<file path="src/rtl/lsb_pkg.sv">
// lsb_pkg: shared encodings for the load/store byte channel.
// Size codes, the port state machine states, the default IO window base
// and small helpers shared by the port and the writeback path.
package lsb_pkg;

  localparam logic [1:0] SZ_BYTE = 2'd0;
  localparam logic [1:0] SZ_HALF = 2'd1;
  localparam logic [1:0] SZ_WORD = 2'd2;

  localparam logic [31:0] IO_ADDR_BASE_DEFAULT = 32'h0003_0000;

  typedef enum logic [1:0] {
    IDLE  = 2'd0,
    XFER  = 2'd1,
    DRAIN = 2'd2,
    RESP  = 2'd3
  } state_t;

  // Number of bytes moved for a size code; the reserved code 3 moves a word.
  function automatic logic [2:0] size_bytes(input logic [1:0] size);
    logic [2:0] n;
    case (size)
      SZ_BYTE: n = 3'd1;
      SZ_HALF: n = 3'd2;
      default: n = 3'd4;
    endcase
    return n;
  endfunction

  // True when a half or word does not start on its natural boundary.
  function automatic logic is_misaligned(input logic [1:0] addr_lo, input logic [1:0] size);
    logic [2:0] n;
    n = size_bytes(size);
    return ((n == 3'd2) && addr_lo[0]) || ((n == 3'd4) && (addr_lo != 2'b00));
  endfunction

endpackage

</file>
<file path="src/rtl/lsb_extend.sv">
// lsb_extend: size-based sign/zero extension of an assembled little-endian
// word. Purely combinational so the writeback path can reuse it.
module lsb_extend
  import lsb_pkg::*;
(
  input  logic [31:0] data,
  input  logic [1:0]  size,
  input  logic        is_signed,
  output logic [31:0] result
);

  // Replicate the top bit of the loaded quantity (or zero) into the upper bits.
  always_comb begin
    case (size)
      SZ_BYTE: result = {{24{is_signed & data[7]}}, data[7:0]};
      SZ_HALF: result = {{16{is_signed & data[15]}}, data[15:0]};
      default: result = data;
    endcase
  end

endmodule

</file>
<file path="src/rtl/lsb_mem_port.sv">
// lsb_mem_port: initiator side of the load/store byte channel into
// mem_controller. Splits one 1/2/4-byte load or store into single-byte
// accesses, reassembles load data and pulses a one-cycle response.
// Optional build macro LSB_MISALIGN_CHECK_EN: misaligned halves/words are
// rejected without touching memory and flagged on misaligned_out.
module lsb_mem_port
  import lsb_pkg::*;
#(
  parameter int unsigned           ADDR_WIDTH   = 32,
  parameter logic [ADDR_WIDTH-1:0] IO_ADDR_BASE = ADDR_WIDTH'(IO_ADDR_BASE_DEFAULT)
) (
  input  logic                  clk_in,
  input  logic                  rst_n_in,
  input  logic                  req_valid_in,
  output logic                  req_ready_out,
  input  logic [ADDR_WIDTH-1:0] req_addr_in,
  input  logic [1:0]            req_size_in,
  input  logic                  req_signed_in,
  input  logic                  req_wr_in,
  input  logic [31:0]           req_wdata_in,
  input  logic                  flush_in,
  input  logic                  io_buffer_full_in,
  output logic                  resp_valid_out,
  output logic [31:0]           resp_data_out,
`ifdef LSB_MISALIGN_CHECK_EN
  output logic                  misaligned_out,
`endif
  output logic [ADDR_WIDTH-1:0] lsb_addr_out,
  output logic [7:0]            lsb_data_out,
  output logic                  lsb_wr_out,
  output logic                  lsb_valid_out,
  input  logic                  lsb_done_in,
  input  logic [7:0]            lsb_read_data_in
);

  state_t                state;
  logic [ADDR_WIDTH-1:0] addr_q;
  logic [1:0]            size_q;
  logic [2:0]            nbytes_q;
  logic [2:0]            k_q;
  logic                  sign_q;
  logic                  wr_q;
  logic [31:0]           wdata_q;
  logic [31:0]           asm_q;
  logic [31:0]           resp_data_q;
  logic                  cap_pending_q;
`ifdef LSB_MISALIGN_CHECK_EN
  logic                  mis_q;
`endif

  logic [ADDR_WIDTH-1:0] byte_addr;
  logic                  io_stall;
  logic                  xfer_valid;
  logic                  accept_byte;
  logic                  last_byte;
  logic [1:0]            cap_idx;
  logic [31:0]           asm_next;
  logic [31:0]           ext_data;

  assign byte_addr   = addr_q + ADDR_WIDTH'(k_q);
  assign io_stall    = wr_q && (byte_addr >= IO_ADDR_BASE) && io_buffer_full_in;
  assign xfer_valid  = (state == XFER) && !io_stall;
  assign accept_byte = xfer_valid && lsb_done_in;
  assign last_byte   = (k_q == (nbytes_q - 3'd1));
  assign cap_idx     = 2'(k_q - 3'd1);

  // Merge the read byte returned one cycle after its address was accepted.
  always_comb begin
    asm_next = asm_q;
    if (cap_pending_q) begin
      asm_next[{cap_idx, 3'b000} +: 8] = lsb_read_data_in;
    end
  end

  lsb_extend u_extend (
    .data      (asm_next),
    .size      (size_q),
    .is_signed (sign_q),
    .result    (ext_data)
  );

  assign req_ready_out  = (state == IDLE);
  assign lsb_valid_out  = xfer_valid;
  assign lsb_addr_out   = (state == XFER) ? byte_addr : '0;
  assign lsb_wr_out     = (state == XFER) && wr_q;
  assign lsb_data_out   = ((state == XFER) && wr_q) ? wdata_q[{k_q[1:0], 3'b000} +: 8] : 8'h00;
  assign resp_valid_out = (state == RESP) && !(flush_in && !wr_q);
  assign resp_data_out  = resp_data_q;
`ifdef LSB_MISALIGN_CHECK_EN
  assign misaligned_out = resp_valid_out && mis_q;
`endif

  // Request sequencing: accept, walk the bytes, drain the last read, respond.
  always_ff @(posedge clk_in or negedge rst_n_in) begin
    if (!rst_n_in) begin
      state         <= IDLE;
      addr_q        <= '0;
      size_q        <= SZ_BYTE;
      nbytes_q      <= 3'd1;
      k_q           <= 3'd0;
      sign_q        <= 1'b0;
      wr_q          <= 1'b0;
      wdata_q       <= 32'h0;
      asm_q         <= 32'h0;
      resp_data_q   <= 32'h0;
      cap_pending_q <= 1'b0;
`ifdef LSB_MISALIGN_CHECK_EN
      mis_q         <= 1'b0;
`endif
    end else begin
      cap_pending_q <= 1'b0;
      asm_q         <= asm_next;
      case (state)
        IDLE: begin
          if (req_valid_in && !flush_in) begin
            addr_q   <= req_addr_in;
            size_q   <= req_size_in;
            nbytes_q <= size_bytes(req_size_in);
            sign_q   <= req_signed_in;
            wr_q     <= req_wr_in;
            wdata_q  <= req_wdata_in;
            k_q      <= 3'd0;
            asm_q    <= 32'h0;
`ifdef LSB_MISALIGN_CHECK_EN
            mis_q    <= is_misaligned(req_addr_in[1:0], req_size_in);
            if (is_misaligned(req_addr_in[1:0], req_size_in)) begin
              resp_data_q <= 32'h0;
              state       <= RESP;
            end else begin
              state       <= XFER;
            end
`else
            state    <= XFER;
`endif
          end
        end
        XFER: begin
          if (flush_in && !wr_q) begin
            state <= IDLE;
          end else if (accept_byte) begin
            k_q           <= k_q + 3'd1;
            cap_pending_q <= !wr_q;
            if (last_byte) begin
              if (wr_q) begin
                resp_data_q <= 32'h0;
                state       <= RESP;
              end else begin
                state       <= DRAIN;
              end
            end
          end
        end
        DRAIN: begin
          if (flush_in) begin
            state <= IDLE;
          end else begin
            resp_data_q <= ext_data;
            state       <= RESP;
          end
        end
        default: begin
          state <= IDLE;
        end
      endcase
    end
  end

endmodule
</file>
<file path="config.mk">
export PLATFORM = sky130hd
export DESIGN_NAME = lsb_mem_port
export DESIGN_NICKNAME = d
export VERILOG_FILES = /design/src/rtl/lsb_pkg.sv /design/src/rtl/lsb_extend.sv /design/src/rtl/lsb_mem_port.sv
export SDC_FILE = /design/constraint.sdc
export NUM_CORES = 1
export LEC_CHECK = 0
export ABC_AREA = 1
export CAP_MARGIN = 30
export CORE_MARGIN = 2
export CORE_UTILIZATION = 56
export DETAILED_ROUTE_END_ITERATION = 16
export GPL_TIMING_DRIVEN = 0
export PLACE_DENSITY_LB_ADDON = 0.08
export SLEW_MARGIN = 10
export SYNTH_ARGS = -nofsm -noshare
export SYNTH_HDL_FRONTEND = slang
export SYNTH_SLANG_ARGS = --single-unit
export TNS_END_PERCENT = 100
</file>
<file path="constraint.sdc">
create_clock -name clk_in -period 4.55 [get_ports clk_in]
set_clock_uncertainty 0.2 [all_clocks]
set_input_delay 0.455 -clock clk_in [delete_from_list [all_inputs] [get_ports clk_in]]
set_output_delay 0.455 -clock clk_in [all_outputs]
set_load 0.01 [all_outputs]
</file>
==> results of run 1 <==
-- flip-flops by register name (all words and copies together), names as in the netlist --
register / count
sign_q: 1
size_q: 2
addr_q: 32
wr_q: 1
wdata_q: 32
asm_q: 32
state: 2
cap_pending_q: 1
resp_data_out: 32
nbytes_q: 3
k_q: 3
-- repair_timing --
item	in CTS	in global routing
gates resized for setup	0	2
setup endpoints to repair	0	1
hold buffers	1	0
endpoints found under the hold margin	52	0
-- cell families (layout without fill, tap and decap cells) --
logic type               count (synthesis)  after routing  synth area share
flip-flops                             141            141             0.464
XOR/XNOR                                 8              8           0.00922
buffers and inverters                  128            317            0.0652
AND/OR/NAND/NOR                        651            651             0.347
AO/OA/AOI/OAI                          132            132            0.0950
adder cells (fa/ha/maj)                 11             11            0.0191
-- layer usage --
layer	routed length [um]	up-vias
met3	1800	46
met1	9580	3677
met2	10100	363
met4	547	0
li1	-	3744
met5	0	-
-- where the power goes --
| part | total (uW) | internal (uW) | switching (uW) |
|---|---|---|---|
| Sequential | 2080 | 1730 | 350 |
| Clock | 1390 | 882 | 512 |
| Combinational | 2660 | 1080 | 1580 |
-- per-stage QoR --
stage / cells / hold WS (ns) / area, sq um / total power, uW / setup WS (ns)
finish: 1436 / 0.265 / 10000 / 6130 / 0.302
global route: 1436 / 0.289 / 10000 / 6540 / 0.0153
CTS: 1436 / 0.268 / 10000 / 6110 / 0.164
detailed placement: 1405 / 0.236 / 9420 / 4680 / 0.636
global placement: 1404 / 0.248 / 9390 / 4600 / -2.71
floorplan: 1071 / -0.0406 / 7600 / 3560 / 1.61
-- placed cells by master (no fill, tap or decap), drive strengths merged --
cell type,instances
a22oi,7
inv,81
o22ai,1
fa,1
or2,8
o21ai,66
nand2,404
clkbuf,53
dfstp,1
nor3,4
nor2,164
o21bai,2
bufinv,3
nand3,32
dlygate4sd3,1
buf,16
clkdlybuf4s50,156
o21a,9
xor2,2
dfrtp,140
and2,1
ha,10
xnor2,6
clkinv,7
nand3b,3
nand4,35
a221oi,1
a21oi,46
-- synthesized netlist by cell type, types with 2 or more instances --
cell | n | area share
nand2_1 | 404 | 0.20
nor2_1 | 159 | 0.079
dfrtp_1 | 140 | 0.46
inv_1 | 74 | 0.037
o21ai_0 | 63 | 0.041
a21oi_1 | 46 | 0.030
nand4_1 | 35 | 0.029
clkbuf_1 | 30 | 0.015
nand3_1 | 29 | 0.019
ha_1 | 10 | 0.016
buf_2 | 9 | 0.0059
o21a_1 | 9 | 0.0089
a22oi_1 | 7 | 0.0069
inv_2 | 7 | 0.0035
or2_2 | 7 | 0.0058
xnor2_1 | 6 | 0.0069
nor2_2 | 5 | 0.0041
buf_1 | 4 | 0.0020
nor3_1 | 4 | 0.0026
clkinv_1 | 3 | 0.0015
nand3_2 | 3 | 0.0040
nand3b_1 | 3 | 0.0030
o21ai_1 | 3 | 0.0020
xor2_1 | 2 | 0.0023
-- area by class of cell --
class	instances	area share
sequential	141	0.352
inverter	84	0.0315
buffer	44	0.0180
multi-input combinational	802	0.357
clock buffer	23	0.0467
tap	176	0.0220
clock inverter	7	0.0114
timing repair buffer	159	0.161
-- worst max-delay path: cells and delay by family (launching register included) --
kind | cells | cell delay (ns)
simple gates | 13 | 1.55
buf+inv | 2 | 0.64
fa+ha+maj | 2 | 0.52
flops | 1 | 0.45
-- how the worst max path moves through the flow --
stage	start	endpoint	slack, ns	depth (start not counted)
2_1_floorplan	k_q[0]	resp_data_out[21]	1.61	14
3_3_place_gp	rst_n_in	resp_data_out[29]	-2.71	1
3_5_place_dp	k_q[0]	resp_data_out[21]	0.64	14
4_1_cts	k_q[0]	lsb_valid_out	0.16	17
5_1_grt	k_q[0]	lsb_valid_out	0.02	17
6_report	k_q[0]	lsb_valid_out	0.30	17
==> flow_summary.toml, run 1 <==
[hold_path]
hold_depth = 2
min_path_type = "register to register"
whs_endpoint = "wdata_q[25]"
min_from = "wdata_q[25]"

[clock_network]
cts_tree = "built"
insertion_delay_ns = 0.42
htree_levels = 4
post_cts_buffers = 0
clock-sinks = 141
cts_max_path_buffers = 2
root_buffer = "clkbuf_16"
cts_inserted_buffers = 17
cts.clk_slew.worst_paths_ns = 0.06

[floorplanning]
io_pins = 158
die_h_um = 120
chipWidth_um = 120
rows = 42
die-area_sq_um = 14500
fp.coreArea_sq_um = 13200
start_util = 0.574

[detailed_routing]
vias_per_cell = 5.45
drcViolationCount = 0
drt_iter0_markers = 806
firstDrtPassIters = 6
via_count = 7830
drt-total-wl_mm = 22.1
postRouteAntennaNets = 0
wire_per_inst_um = 15.4

[setup_path]
cp-start-kind = "register"
end_kind = "output pin"
r2r-end = "resp_data_out[28]"
cp_slowest_stage_delay_ns = 0.58
critPathSlowestCell = "clkdlybuf4s50_1"
crit_type = "register to output pin"
cp.arrival_ns = 3.59
worstPathRequired_ns = 3.89
path_cells = "ha_1, fa_1, nand2_1, nand2_1, nand3_1, nor2_4, nand2_1, nand2_1, nand2_1, inv_2, nand2_1, nor2_1, nand2_1, nor2_1, nor2_2, nor2_1, clkdlybuf4s50_1"
rrSetupSlack_ns = 0.54
path_common_cell = "nand2_1"
r2r_start = "k_q[0]"
worstPathMaxFanout = 8
reg2reg_depth = 14

[yosys]
synthCells = 1071
ys_ff_latch = 141
avgSynthCellArea_sq_um = 7.10
synthDistinctLibCells = 33
yosysWarningCount = 0
netlist_area_sq_um = 7600
synthArstFlopShare = 1.00
synth_nets = 1164
synth.yosys.seq_area_share = 0.464
synth_edf_count = 0
synth-main-ff-cell = "dfrtp_1"

[cells_and_area]
regArea_sq_um = 3530
finalCoreUtilization = 0.757
syn_to_final_growth_pct = 31.8
diodes = 0
multi_input_area_sq_um = 3580
nNetsFinal = 1342
fill_cells = 1045
drive_gt1_frac = 0.0500

[grt]
grt_use_met3 = 0.0797
grt_pass1_wl_mm = 35.5
globalRouteOverflowTotal = 0
top_usage_layer = "met2"
met1_usage = 0.423
grt_max_degree = 90
grt_antenna_before_repair = 0
met2_usage = 0.496
grt_pass1_vias = 7272
grt_usage = 0.313

[timing]
worst_pin_slew_ns = 0.747
relSlewSlack = 0.502
finalCriticalPeriod_ns = 4.25
finalSetupViolations = 0
max_freq_mhz = 235
finalMaxSlewViolations = 0
grt_setup_unrepaired = "false"
hold_violations = 0
fin_crit_sh = 0.934
fin_setup_tns_ns = 0

[placement]
dp_hpwl_mm = 15.9
gp_congestion = 0.978
portBuffers = 157

[pwr]
leakage_uw = 0.00481
ir_drop_mv = 0.356
p_per_area_nw_per_um2 = 612

[status]
status = "completed"

[job]
maxCapViolations = 0
Note: power is estimated with default switching activity, not from simulation.
==> run 2: changes to the inputs <==
CORE_UTILIZATION = 57   (was 56)
MAX_ROUTING_LAYER = met4   (was unset)
PLACE_DENSITY = 0.87   (was unset)
PLACE_DENSITY_LB_ADDON = unset   (was 0.08)
SYNTH_HIERARCHICAL = 1   (was unset)
==> run 2 against run 1 <==
Net effect: routed wire length is 8.7% higher; critical path depth unchanged; die area increased by 5.6%; clock power is essentially flat; final area increased by 6.0%; sequential power decreased by 7%; sequential cell count unchanged; hold slack better by 0.0052 ns; global-route usage increased by 2.7 points; critical path type unchanged; largest cell class unchanged.
==> flow_summary.toml, run 2 <==
[grt]
grt_antenna_before_repair = 0
grt_usage = 0.341
globalRouteOverflowTotal = 0
top_usage_layer = "met2"
grt_pass1_wl_mm = 38.6
grt_max_degree = 87
grt_use_met3 = 0.0687
met2_usage = 0.518
grt_pass1_vias = 7859
met1_usage = 0.458

[setup_path]
worstPathRequired_ns = 3.89
cp-start-kind = "register"
crit_type = "register to output pin"
worstPathMaxFanout = 8
cp_slowest_stage_delay_ns = 0.60
critPathSlowestCell = "clkdlybuf4s50_1"
cp.arrival_ns = 3.56
path_cells = "ha_1, fa_1, nand3_1, nand2_1, nand2_2, nor2_2, nand2_1, nand2_1, nand2_1, inv_2, nand2_1, nor2_1, nand2_1, nor2_1, nor2_1, nor2_1, clkdlybuf4s50_1"
path_common_cell = "nand2_1"
end_kind = "output pin"
critPathBufInv = 2
cp_top_family = "simple AND/OR/NAND/NOR gates"

[floorplanning]
io_pins = 158
rows = 43
fp.coreArea_sq_um = 13900
start_util = 0.587
die_h_um = 124
die-area_sq_um = 15300
chipWidth_um = 124

[detailed_routing]
drcViolationCount = 0
vias_per_cell = 5.42
drt_iter0_markers = 834
firstDrtPassIters = 5
wire_per_inst_um = 15.5
via_count = 8391
drt-total-wl_mm = 24.0
postRouteAntennaNets = 0

[timing]
grt_setup_unrepaired = "false"
max_freq_mhz = 237
finalMaxSlewViolations = 0
relSlewSlack = 0.553
finalCriticalPeriod_ns = 4.21
finalSetupViolations = 0
worst_pin_slew_ns = 0.671
fin_crit_sh = 0.926
setup_ws_ns = 0.337
fin_setup_tns_ns = 0
hold_violations = 0

[pwr]
p_per_area_nw_per_um2 = 538
leakage_uw = 0.00518
p_total_uw = 5710
ir_drop_mv = 0.394

[cells_and_area]
nNetsFinal = 1449
syn_to_final_growth_pct = 29.8
layout_common_cells = "412 x nand2_1, 181 x nor2_1, 156 x clkdlybuf4s50_1"
multi_input_area_sq_um = 3780
diodes = 0
drive_gt1_frac = 0.0628
regArea_sq_um = 3530
design_area_sq_um = 10600
fill_cells = 1058
final_common_cell = "nand2_1"

[yosys]
avgSynthCellArea_sq_um = 6.95
yosysTopAreaCellShare = 0.428
yosysWarningCount = 6
synthArstFlopShare = 1.00
ys_ff_latch = 141
netlist_area_sq_um = 8190
yosysMostFrequentCell = "nand2_1"
synth.yosys.seq_area_share = 0.431
synth-main-ff-cell = "dfrtp_1"
synth_area_leaders = "dfrtp_1 43%, nand2_1 19%, nor2_1 8.3%"
synthCells = 1178
synth_edf_count = 0
yosys.area.top_type = "dfrtp_1"
synth_nets = 1271
synthDistinctLibCells = 33
synth_common_cells = "412 x nand2_1, 181 x nor2_1, 140 x dfrtp_1"

[clock_network]
root_buffer = "clkbuf_16"
clock-sinks = 141
cts_tree = "built"
cts.clk_slew.worst_paths_ns = 0.06
htree_levels = 4
cts_max_path_buffers = 2
cts_inserted_buffers = 17
insertion_delay_ns = 0.42

[placement]
dp_hpwl_mm = 17.9
dp_slack_ns = 0.726
gp_congestion = 0.983
placed_area_sq_um = 10000
portBuffers = 157

[job]
maxCapViolations = 0

[status]
status = "completed"

[hold_path]
min_path_type = "register to register"
run 2: logic make-up (layout without fill, tap and decap cells):
group,count (synthesis),in the layout,synth area share
simple gates,699,699,0.358
buf+inv,206,397,0.107
fa+ha+maj,11,11,0.0177
compound gates,112,112,0.0769
xor+xnor,9,9,0.00963
flops,141,141,0.431
run 2: what timing repair did:
item	in CTS	in global routing
hold buffers	1	0
resized for setup	0	1
endpoints found under the hold margin	55	0
buffers inserted	0	0
endpoints found under the setup margin	0	1
run 2: area by class of cell:
cell class                 count  area share
clock buffer                  19      0.0408
timing repair buffer         159       0.152
buffer                        59      0.0303
multi-input combinational    831       0.356
clock inverter                13      0.0157
tap                          180      0.0212
sequential                   141       0.332
inverter                     147      0.0522
run 2: power by group:
part | internal, uW | total [uW] | switching, uW
combinational | 919 | 2360 | 1440
sequential | 1620 | 1930 | 311
clock | 865 | 1420 | 550
total | 3410 | 5710 | 2300
run 2: metrics by stage:
step | hold slack (ns) | instances | utilization
2_1_floorplan | -0.0406 | 1178 | -
3_3_place_gp | 0.250 | 1515 | 0.716
3_5_place_dp | 0.247 | 1516 | 0.718
4_1_cts | 0.268 | 1549 | 0.762
5_1_grt | 0.287 | 1549 | 0.762
6_report | 0.270 | 1549 | 0.762
run 2: worst min-delay path, stage by stage (launching register included):
cell and delay (ns):
dfrtp_1 0.34, nand2_1 0.05, nand2_1 0.05
run 2: worst paths after layout:
kind	endpoint	startpoint	depth (start not counted)	slack, ns
max in group asynchronous	resp_data_out[24]	rst_n_in	3	2.98
max reg2reg	resp_data_out[28]	k_q[1]	16	0.58
min	resp_data_out[17]	resp_data_out[17]	2	0.27
max	lsb_valid_out	k_q[0]	17	0.34
min reg2reg	resp_data_out[17]	resp_data_out[17]	2	0.27
min in group asynchronous	addr_q[22]	rst_n_in	2	0.35
run 2: per-layer routing:
metal | up-vias | routed length (um)
met4 | 0 | 624
met3 | 54 | 1910
met1 | 3954 | 10500
li1 | 4006 | -
met5 | - | 0
met2 | 377 | 11000
